==> config.mk <==
export PLATFORM = sky130hd
export DESIGN_NAME = inst_fetch
export DESIGN_NICKNAME = d
export VERILOG_FILES = /design/src/rtl/inst_fetch_pkg.sv /design/src/rtl/inst_fetch.sv
export SDC_FILE = /design/constraint.sdc
export NUM_CORES = 1
export LEC_CHECK = 0
export BUFFER_PORTS_ARGS = -buffer_cell sky130_fd_sc_hd__buf_2
export CORE_UTILIZATION = 45
export CTS_BUF_LIST = sky130_fd_sc_hd__clkbuf_2 sky130_fd_sc_hd__clkbuf_4 sky130_fd_sc_hd__clkbuf_8
export DETAILED_ROUTE_END_ITERATION = 12
export PLACE_DENSITY = 0.75
export SYNTH_ARGS = -nofsm -noshare
export SYNTH_HDL_FRONTEND = slang
export SYNTH_SLANG_ARGS = --single-unit
==> constraint.sdc <==
create_clock -name clk -period 3.09 [get_ports clk]
set_input_delay 0.1545 -clock clk [delete_from_list [all_inputs] [get_ports clk]]
set_output_delay 0.1545 -clock clk [all_outputs]
set_load 0.1 [all_outputs]
==> src/rtl/inst_fetch_pkg.sv <==
// -----------------------------------------------------------------------------
// inst_fetch_pkg
// Shared CPU definitions used by the fetch stage and its neighbours:
//   - fetch_state_e    : fetch FSM state encoding
//   - RESET_PC_DEFAULT : default first fetch address after reset
//   - NOP_INST         : canonical NOP (addi x0, x0, 0)
//   - align_pc()       : force a word-aligned fetch address
//   - next_pc()        : sequential successor, wraps modulo 2^32
// -----------------------------------------------------------------------------
package inst_fetch_pkg;

  typedef enum logic [1:0] {
    S_REQ  = 2'd0,  // issuing a request to instruction memory
    S_WAIT = 2'd1,  // one request outstanding, awaiting its response
    S_FULL = 2'd2   // holding an instruction for decode
  } fetch_state_e;

  localparam logic [31:0] RESET_PC_DEFAULT = 32'h0040_0000;
  localparam logic [31:0] NOP_INST         = 32'h0000_0013;

  // Clear the two byte-offset bits; masking keeps every input bit in use.
  function automatic logic [31:0] align_pc(input logic [31:0] pc);
    return pc & 32'hFFFF_FFFC;
  endfunction

  // 32-bit addition drops the carry, so 0xFFFF_FFFC is followed by 0x0.
  function automatic logic [31:0] next_pc(input logic [31:0] pc);
    return pc + 32'd4;
  endfunction

endpackage

==> src/rtl/inst_fetch.sv <==
// -----------------------------------------------------------------------------
// inst_fetch
// Single-issue instruction fetch stage. Keeps one request outstanding to the
// instruction memory, registers the returned word for decode and handles
// redirects from execute by discarding in-flight or held instructions.
//
// Ports:
//   clk, rst          clock; asynchronous active-high reset
//   imem_req_valid    out  fetch request valid
//   imem_req_ready    in   memory accepts the request this cycle
//   imem_req_addr     out  fetch address (the internal pc)
//   imem_rsp_valid    in   memory response valid
//   imem_rsp_data     in   fetched instruction word
//   if_valid          out  if_inst/if_pc hold an instruction for decode
//   if_ready          in   decode consumes the instruction this cycle
//   if_inst, if_pc    out  instruction and its address
//   redirect_valid    in   execute requests a pc change
//   redirect_pc       in   new fetch address (low two bits ignored)
// -----------------------------------------------------------------------------
module inst_fetch
  import inst_fetch_pkg::*;
#(
  parameter logic [31:0] RESET_PC = RESET_PC_DEFAULT
) (
  input  logic        clk,
  input  logic        rst,
  output logic        imem_req_valid,
  input  logic        imem_req_ready,
  output logic [31:0] imem_req_addr,
  input  logic        imem_rsp_valid,
  input  logic [31:0] imem_rsp_data,
  output logic        if_valid,
  input  logic        if_ready,
  output logic [31:0] if_inst,
  output logic [31:0] if_pc,
  input  logic        redirect_valid,
  input  logic [31:0] redirect_pc
);

  fetch_state_e state_q, state_d;
  logic [31:0]  pc_q, pc_d;
  logic         drop_q, drop_d;
  logic [31:0]  if_inst_q, if_inst_d;
  logic [31:0]  if_pc_q, if_pc_d;
  logic         req_valid_q, req_valid_d;
  logic         if_valid_q, if_valid_d;
  logic         accept_s;

  // A request is only accepted while it is actually being presented; right
  // after reset release req_valid_q is still low for one cycle.
  assign accept_s = req_valid_q & imem_req_ready;

  // Next-state, pc, drop-flag and decode-register logic; redirect wins.
  always_comb begin
    state_d   = state_q;
    pc_d      = pc_q;
    drop_d    = drop_q;
    if_inst_d = if_inst_q;
    if_pc_d   = if_pc_q;

    if (redirect_valid) begin
      pc_d = align_pc(redirect_pc);
      case (state_q)
        S_REQ: begin
          if (accept_s) begin
            // The request just issued carries the old pc: drop its response.
            state_d = S_WAIT;
            drop_d  = 1'b1;
          end else begin
            state_d = S_REQ;
          end
        end
        S_WAIT: begin
          if (imem_rsp_valid) begin
            // Response arrives with the redirect: discard it right away.
            state_d = S_REQ;
            drop_d  = 1'b0;
          end else begin
            state_d = S_WAIT;
            drop_d  = 1'b1;
          end
        end
        S_FULL: begin
          state_d = S_REQ;
        end
        default: begin
          state_d = S_REQ;
          drop_d  = 1'b0;
        end
      endcase
    end else begin
      case (state_q)
        S_REQ: begin
          if (accept_s) begin
            state_d = S_WAIT;
          end else begin
            state_d = S_REQ;
          end
        end
        S_WAIT: begin
          if (imem_rsp_valid) begin
            if (drop_q) begin
              // Stale response from before a redirect; pc already updated.
              state_d = S_REQ;
              drop_d  = 1'b0;
            end else begin
              state_d   = S_FULL;
              if_inst_d = imem_rsp_data;
              if_pc_d   = pc_q;
              pc_d      = next_pc(pc_q);
            end
          end else begin
            state_d = S_WAIT;
          end
        end
        S_FULL: begin
          if (if_ready) begin
            state_d = S_REQ;
          end else begin
            state_d = S_FULL;
          end
        end
        default: begin
          state_d = S_REQ;
          drop_d  = 1'b0;
        end
      endcase
    end

    // Output valids are registered copies of the next state's decode.
    req_valid_d = (state_d == S_REQ);
    if_valid_d  = (state_d == S_FULL);
  end

  // State and output registers with asynchronous reset.
  always_ff @(posedge clk or posedge rst) begin
    if (rst) begin
      state_q     <= S_REQ;
      pc_q        <= RESET_PC;
      drop_q      <= 1'b0;
      if_inst_q   <= 32'h0000_0000;
      if_pc_q     <= 32'h0000_0000;
      req_valid_q <= 1'b0;
      if_valid_q  <= 1'b0;
    end else begin
      state_q     <= state_d;
      pc_q        <= pc_d;
      drop_q      <= drop_d;
      if_inst_q   <= if_inst_d;
      if_pc_q     <= if_pc_d;
      req_valid_q <= req_valid_d;
      if_valid_q  <= if_valid_d;
    end
  end

  assign imem_req_valid = req_valid_q;
  assign imem_req_addr  = pc_q;
  assign if_valid       = if_valid_q;
  assign if_inst        = if_inst_q;
  assign if_pc          = if_pc_q;

endmodule

# == Word-level counts from Yosys, hierarchy flattened ==
# Cells that the tools add are included.
# op_classes
n_eq_ne,8
mux,18
addsub,1
bitwise,3
n_reduce_logical,8
# ops
cell,count
$mux 32,4
$add 32x3->32 const B,1
$mux 2,4
$reduce_and 4->1,2
$mux 1,6
$ne 3x3->1 const B,2
$pmux 2 s3,1
$eq 2x2->1 const B,2
$logic_not 2->1,2
$ne 2x2->1 const B,2
$pmux 1 s2,2
$reduce_bool 2->1,2
$pmux 1 s3,1
$reduce_and 3->1,1
$eq 2x1->1 const B,1
$ne 2x1->1 const B,1
$not 1->1,2
$reduce_or 2->1,1
$and 1x1->1,1
# totals
in_bits,70
reg_bits,101

# == Longest topological paths before layout ==
# Gate-level depths: netlist of the first run.
# logic_depth
ltp_word,5
ltp_mapped,6
ltp_nobuf,5

# == Least setup slack after synthesis of the first run ==
# No wires, ideal clock.
# synth_timing
kind,register to register
from,"reg pc_q[5], in the netlist imem_req_addr[5]"
to,"reg pc_q[23], in the netlist imem_req_addr[23]"
required_time_ns,3.008
path_stages_with_launch,6
period_less_slack_ns,2.456
n_path_buf,1
arrival_ns,2.374
setup_time_ns,0.082
slack_ns,0.634
path_cell_list,dfrtp_1 > and4_4 > nand4_2 > buf_6 > or4_1 > a31oi_1
# synth_via
elab_chain_len,5
# synth_rtl
element,line_no,text
start: declaration,inst_fetch.sv:41,"logic [31:0] pc_q, pc_d;"
start signal: assignment,inst_fetch.sv:147,pc_q <= pc_d;
$add 32x3->32,inst_fetch_pkg.sv:28,return pc + 32'd4;
$mux 32,inst_fetch.sv:102,if (drop_q) begin
$mux 32,inst_fetch.sv:101,if (imem_rsp_valid) begin
$mux 32,inst_fetch.sv:92,case (state_q)
$mux 32,inst_fetch.sv:61,if (redirect_valid) begin
# Every way passes these cells. The select of a mux whose other input is x is not followed.
# A chain may end at the register's enable or synchronous reset.

# == Worst setup path in the final report of the first run ==
# layout_timing
from,reg state_q[1]
to,"reg pc_q[27], in the netlist imem_req_addr[27]"
# layout_via
elab_chain_len,3
# layout_rtl
element,line_no,text
start: declaration,inst_fetch.sv:40,"fetch_state_e state_q, state_d;"
start signal: assignment,inst_fetch.sv:146,state_q <= state_d;
$eq 2x1->1,inst_fetch.sv:92,
$reduce_bool 2->1 (no line),--,
$reduce_and 3->1 (no line),--,
# Every way passes these cells.

==> results of run 1 <==
==> synth_stat cells (2+ instances only) <==
| cell | number |
|---|---|
| buf_2 | 9 |
| and3_1 | 6 |
| clkbuf_1 | 9 |
| dfrtp_1 | 96 |
| a31oi_1 | 18 |
| nand3_1 | 14 |
| nand4_2 | 3 |
| nand4_1 | 6 |
| or4_1 | 13 |
| inv_1 | 3 |
| and2_1 | 4 |
| xor2_1 | 6 |
| nor2_1 | 25 |
| mux2_2 | 63 |
| nand2_1 | 21 |
| o31a_1 | 2 |
| o31ai_1 | 10 |
| xnor2_1 | 2 |
| o21ai_0 | 20 |
| a21oi_1 | 2 |
| nor2b_1 | 2 |
| buf_4 | 4 |
| or3_1 | 8 |
==> cell type report <==
type                    count  share of cell area
clock inverters             6             0.00819
flip-flops and latches     97               0.441
inverters                   4             0.00318
well taps                 129              0.0293
repair buffers            175               0.172
multi-input cells         242               0.322
clock buffers              10              0.0239
==> through the flow <==
step,instances,worst slack [ps],utilization,area [µm²]
final,663,777,0.593,5500
after floorplan,366,403,-,4330
after CTS,660,800,0.589,5470
after detailed placement,638,820,0.564,5240
after global routing,663,625,0.593,5500
after global placement,638,860,0.564,5240
==> cell usage in the layout (no fill, tap or decap), drive strengths merged, types with 13 or more instances in the layout <==
cell type / synthesis / layout
a31oi: 18 / 18
or4: 13 / 13
buf: 14 / 166
o21ai: 20 / 20
mux2: 63 / 63
dfrtp: 96 / 96
nand2: 21 / 21
nand3: 14 / 14
nor2: 25 / 25
==> registers in the layout, summed over array words and instances, names as in the netlist <==
name            count
imem_req_addr      30
imem_req_valid      1
drop_q              1
if_pc              30
if_inst            32
state_q             2
if_valid            1
==> per-layer routing <==
metal  vias to the layer above  track usage
li1                       1655            -
met1                      1699        0.267
met2                       101        0.344
met3                        16       0.0334
met4                         0       0.0713
met5                         -            0
==> cell families (layout without fill, tap and decap cells) <==
logic type	count (synthesis)	in the layout	share of synthesized area
simple gates	108	108	0.138
flops	97	97	0.562
mux	64	64	0.166
compound gates	57	57	0.0828
buf+inv	27	195	0.0313
xor+xnor	8	8	0.0162
fa+ha+maj	1	1	0.00289
other cells	1	4	0.000867
==> final timing paths <==
| kind | start | endpoint | cells past startpoint | slack [ps] |
|---|---|---|---|---|
| min reg2reg | state_q[1]$_DFF_PP0_ | state_q[0]$_DFF_PP0_ | 1 | 500 |
| min | redirect_pc[2] | imem_req_addr[2]$_DFFE_PP0P_ | 3 | 9 |
| min in group asynchronous | rst | if_inst[1]$_DFFE_PP0P_ | 3 | 430 |
| max reg2reg | state_q[1]$_DFF_PP0_ | imem_req_addr[27]$_DFFE_PP0P_ | 4 | 780 |
| max | state_q[1]$_DFF_PP0_ | imem_req_addr[27]$_DFFE_PP0P_ | 4 | 780 |
| max in group asynchronous | rst | if_pc[8]$_DFFE_PP0P_ | 4 | 1860 |
==> what timing repair did <==
action	in CTS	in global routing
endpoints found under the hold margin	53	3
hold buffers	6	3
gates resized for setup	0	0
==> worst reg2reg max path: cells and delay by family (launching register included) <==
kind               cells  cell delay, ps
and+or+nand+nor        3            1640
DFF                    1             420
AOI/OAI and AO/OA      1             180
==> impl_metrics.py, run 1 <==
metrics = {
    "status": {
        "status": "completed",
    },
    "logic_synthesis": {
        "seq_area_frac_synth": 0.562,
        "synth_top_area_frac": 0.556,
        "syn-cell-area_um2": 4320,
        "synth-warning-count": 0,
        "synth_area_leaders": "dfrtp_1, mux2_2, a31oi_1",
        "syn_avg_cell_area_um2": 11.9,
        "synthFlopType": "dfrtp_1",
        "syn_inst": 363,
        "synthArstFlopShare": 1.00,
        "synth_largest_area_cell": "dfrtp_1",
        "ys_seq_elements": 97,
        "synth_edf_count": 0,
        "synthDistinctLibCells": 40,
    },
    "route": {
        "dr.pass1.iters": 4,
        "met1_length_um": 4330,
        "dr_wl_met3_um": 468,
        "avgViaCountPerCell": 5.24,
        "wl_um": 10100,
        "wl_per_cell_um": 15.3,
        "drc": 0,
        "drtIter0Drc": 116,
        "vias": 3471,
        "wl_met2_um": 5140,
        "antenna_left": 0,
        "top_layer": "met4",
    },
    "worst_setup_path": {
        "crit_required_ps": 3370,
        "end_kind": "flip-flop",
        "path_buf_inv": 0,
        "criticalPathCategory": "flip-flop to flip-flop",
        "worst_path_max_delay_cell": "or4_1",
        "start_kind": "flip-flop",
        "worst_path_largest_cell_delay_ps": 640,
        "cp.arrival_ps": 2590,
        "path_delay_family": "simple AND/OR/NAND/NOR gates",
        "critPathMaxFanout": 22,
        "crit_chain": "and4bb_2 > nand4_2 > or4_1 > a31oi_1",
    },
    "global_routing": {
        "antenna_found_initial": 0,
        "grt.overflow.total": 0,
        "track_usage": 0.204,
        "grt_max_degree": 52,
        "grt_pass1_wl_um": 16200,
        "first_global_vias": 3294,
    },
    "sta": {
        "fmax_ghz": 0.432,
        "fin_skew_ps": 13.0,
        "setup_violations": 0,
        "slew_viol_final": 0,
        "setup_tns_ps": 0,
        "relSlewSlack": 0.578,
        "min_period_over_period": 0.748,
        "hold_viol_final": 0,
        "rsz0062_at_grt": "no",
        "fin_crit_ps": 2310,
        "tightest_slew_ps": 633,
        "fin_hold_ws_ps": 8.83,
    },
    "cells_and_area": {
        "finalNetCount": 600,
        "drive_gt1_frac": 0.476,
        "nFillCells": 830,
        "seqCellArea_um2": 2430,
        "syn2layout_area_growth_pct": 27.3,
        "multi_input_area_um2": 1770,
        "antenna_cells": 0,
    },
    "cts": {
        "clk_latency_ps": 360,
        "clk_pin_slew_ps": 90,
        "clk_path_buf_depth": 2,
        "cts-root-buf": "clkbuf_8",
        "htreeDepth": 3,
        "cts_buffers": 9,
        "cts_tree": "yes",
        "postCtsSetupBuffers": 0,
        "numClockSinks": 97,
    },
    "floorplan": {
        "io_pins": 168,
        "start_util": 0.466,
        "num_rows": 35,
        "die_y_um": 100,
        "die-area_um2": 10000,
        "die_w_um": 100,
        "core_region_area_um2": 9280,
    },
    "placement": {
        "hpwl_um": 7260,
        "port-buffer-count": 161,
        "gp_congestion": 0.860,
    },
    "worst_hold_path": {
        "hold_path_class": "primary input to flip-flop",
    },
    "job": {
        "maxCapViolCount": 0,
    },
}
Power of run 1 is not shown: default switching activity piles up to over one toggle a cycle in this logic, so the estimate is an artifact.
==> run 2, diff against run 1 <==
--- a/config.mk
+++ b/config.mk
@@ -5,11 +5,12 @@
 export SDC_FILE = /design/constraint.sdc
 export NUM_CORES = 1
 export LEC_CHECK = 0
+export ABC_AREA = 1
 export BUFFER_PORTS_ARGS = -buffer_cell sky130_fd_sc_hd__buf_2
 export CORE_UTILIZATION = 45
 export CTS_BUF_LIST = sky130_fd_sc_hd__clkbuf_2 sky130_fd_sc_hd__clkbuf_4 sky130_fd_sc_hd__clkbuf_8
 export DETAILED_ROUTE_END_ITERATION = 12
-export PLACE_DENSITY = 0.75
+export PLACE_DENSITY = 0.73
 export SYNTH_ARGS = -nofsm -noshare
 export SYNTH_HDL_FRONTEND = slang
 export SYNTH_SLANG_ARGS = --single-unit
==> constraint.sdc (replaced) <==
create_clock -name clk -period 2.3 [get_ports clk]
set_input_delay 0.115 -clock clk [delete_from_list [all_inputs] [get_ports clk]]
set_output_delay 0.115 -clock clk [all_outputs]
set_load 0.1 [all_outputs]
==> run 2 against run 1 <==
  * Die area rose by 12%
  * First-iteration DRC count rose to 2.7 times the previous value
  * Clock-buffer cell count fell by 1
  * Synthesized area rose by 12%
  * Sequential cell count did not move
  * Clock skew fell by 2.2 ps
  * Non-clock buffer count rose by 40
  * Register-to-register slack got worse by 230 ps
  * Core utilization rose by 1.8 points
  * Setup slack got worse by 230 ps
  * Design area rose by 15%
  * Critical path depth rose by 3
==> impl_metrics.py, run 2 <==
metrics = {
    "status": {
        "status": "completed",
    },
    "cts": {
        "clk_path_buf_depth": 2,
        "htreeDepth": 3,
        "cts-root-buf": "clkbuf_8",
        "cts_tree": "yes",
        "numClockSinks": 97,
        "cts_buffers": 9,
        "clk_pin_slew_ps": 90,
        "clk_latency_ps": 360,
    },
    "logic_synthesis": {
        "synth.cells.most_frequent": "nand2_1, dfrtp_1, nor2_1",
        "ys_seq_elements": 97,
        "yosys.cell_count.top_type": "nand2_1",
        "synth_edf_count": 0,
        "syn_avg_cell_area_um2": 7.72,
        "synthFlopType": "dfrtp_1",
        "syn-cell-area_um2": 4850,
        "synth_largest_area_cell": "dfrtp_1",
        "synth-warning-count": 0,
        "synth_top_area_frac": 0.495,
        "seq_area_frac_synth": 0.500,
        "synth_area_leaders": "dfrtp_1, nand2_1, nand3_1",
        "syn_inst": 629,
        "synthDistinctLibCells": 33,
        "synthArstFlopShare": 1.00,
    },
    "route": {
        "drtIter0Drc": 315,
        "wl_per_cell_um": 13.5,
        "avgViaCountPerCell": 4.90,
        "drc": 0,
        "wl_um": 13100,
        "dr.pass1.iters": 5,
        "antenna_left": 0,
        "vias": 4765,
    },
    "cells_and_area": {
        "finalNetCount": 902,
        "largest_reg_flops": 32,
        "syn2layout_area_growth_pct": 30.4,
        "final_common_cell": "nand2_1",
        "drive_gt1_frac": 0.258,
        "layout_common_cells": "nand2_1, buf_2, dfrtp_1",
        "antenna_cells": 0,
    },
    "floorplan": {
        "die-area_um2": 11200,
        "num_rows": 37,
        "core_region_area_um2": 10400,
        "die_w_um": 106,
        "io_pins": 168,
        "start_util": 0.468,
        "die_y_um": 106,
    },
    "sta": {
        "setup_tns_ps": 0,
        "setup_violations": 0,
        "fin_crit_ps": 1760,
        "tightest_slew_ps": 515,
        "fmax_ghz": 0.570,
        "fin_skew_ps": 10.7,
        "min_period_over_period": 0.763,
        "slew_viol_final": 0,
        "hold_viol_final": 0,
        "rsz0062_at_grt": "no",
        "relSlewSlack": 0.659,
    },
    "global_routing": {
        "grt_max_degree": 80,
        "first_global_vias": 4584,
        "antenna_found_initial": 0,
        "grt.overflow.total": 0,
        "track_usage": 0.246,
        "grt_pass1_wl_um": 21800,
    },
    "worst_hold_path": {
        "min_from": "redirect_pc[23]",
        "hold_path_depth": 5,
        "hold_path_class": "primary input to flip-flop",
        "min_to": "imem_req_addr[23]$_DFFE_PP0P_",
    },
    "worst_setup_path": {
        "r2r_setup_slack_ps": 540,
        "critPathMaxFanout": 79,
        "crit_required_ps": 2600,
        "worst_r2r_path_depth": 7,
        "cp.arrival_ps": 2050,
        "end_kind": "flip-flop",
        "r2r-end": "imem_req_addr[14]$_DFFE_PP0P_",
        "criticalPathCategory": "flip-flop to flip-flop",
        "start_kind": "flip-flop",
        "r2r-start": "state_q[1]$_DFF_PP0_",
    },
    "placement": {
        "port-buffer-count": 161,
        "gp_congestion": 0.829,
        "hpwl_um": 9010,
    },
    "job": {
        "maxCapViolCount": 0,
    },
}
-- run 2: layout make-up --
class,instances,area (µm²)
well taps,136,170
clock inverters,7,46.3
clock buffers,9,124
inverters,52,201
multi-input cells,456,2020
repair buffers,215,1340
flip-flops and latches,97,2430
fillers,944,4040
-- run 2: worst max path at each step --
stage	start	end	slack (ps)	cells past startpoint
after floorplan	imem_req_addr[3]$_DFFE_PP0P_	imem_req_addr[20]$_DFFE_PP0P_	160	8
after global routing	state_q[1]$_DFF_PP0_	imem_req_addr[14]$_DFFE_PP0P_	380	7
after detailed placement	state_q[1]$_DFF_PP0_	imem_req_addr[14]$_DFFE_PP0P_	560	7
after global placement	state_q[1]$_DFF_PP0_	imem_req_addr[14]$_DFFE_PP0P_	640	7
after CTS	state_q[1]$_DFF_PP0_	imem_req_addr[14]$_DFFE_PP0P_	550	7
final	state_q[1]$_DFF_PP0_	imem_req_addr[14]$_DFFE_PP0P_	540	7
-- run 2: per-stage QoR --
step           hold slack, ps  worst slack, ps  cells  cell area (µm²)   util
5_1_grt                  55.2              376    972             6330  0.610
3_3_place_gp             91.0              642    911             5710  0.551
4_1_cts                  40.4              550    972             6330  0.610
2_1_floorplan             210              158    632             4870      -
6_report                 51.0              544    972             6330  0.610
3_5_place_dp             97.7              565    911             5710  0.551
-- run 2: metal layers --
metal / vias up / share of wire / global-route usage
met5: - / 0 / 0
met4: 0 / 0.016 / 0.0873
met3: 18 / 0.055 / 0.0353
met2: 163 / 0.48 / 0.411
met1: 2227 / 0.45 / 0.325
li1: 2357 / - / -
-- run 2: what timing repair did --
| action | CTS | global route |
|---|---|---|
| setup buffers | 0 | 0 |
| hold buffers | 45 | 0 |
| gates resized for setup | 0 | 0 |
| endpoints found under the hold margin | 56 | 0 |
-- run 2: kinds of logic (layout without fill, tap and decap cells) --
family | after synthesis | count (layout) | synth area share
buffers and inverters | 79 | 283 | 0.0851
xor gates and xnor gates | 3 | 3 | 0.00541
other | 1 | 4 | 0.000773
adders and majority gates | 1 | 1 | 0.00258
DFF | 97 | 97 | 0.500
and+or+nand+nor | 414 | 414 | 0.366
AOI/OAI and AO/OA | 34 | 34 | 0.0400
-- run 2: critical path, cell delays in order, from the launching register on --
cell and delay [ps]:
dfrtp_1 420, inv_1 120, nand3_2 160, nor2_8 160, buf_12 310, nand2_1 130
or2_2 310, nand4_1 70
Power of run 2 is left out for the same reason.
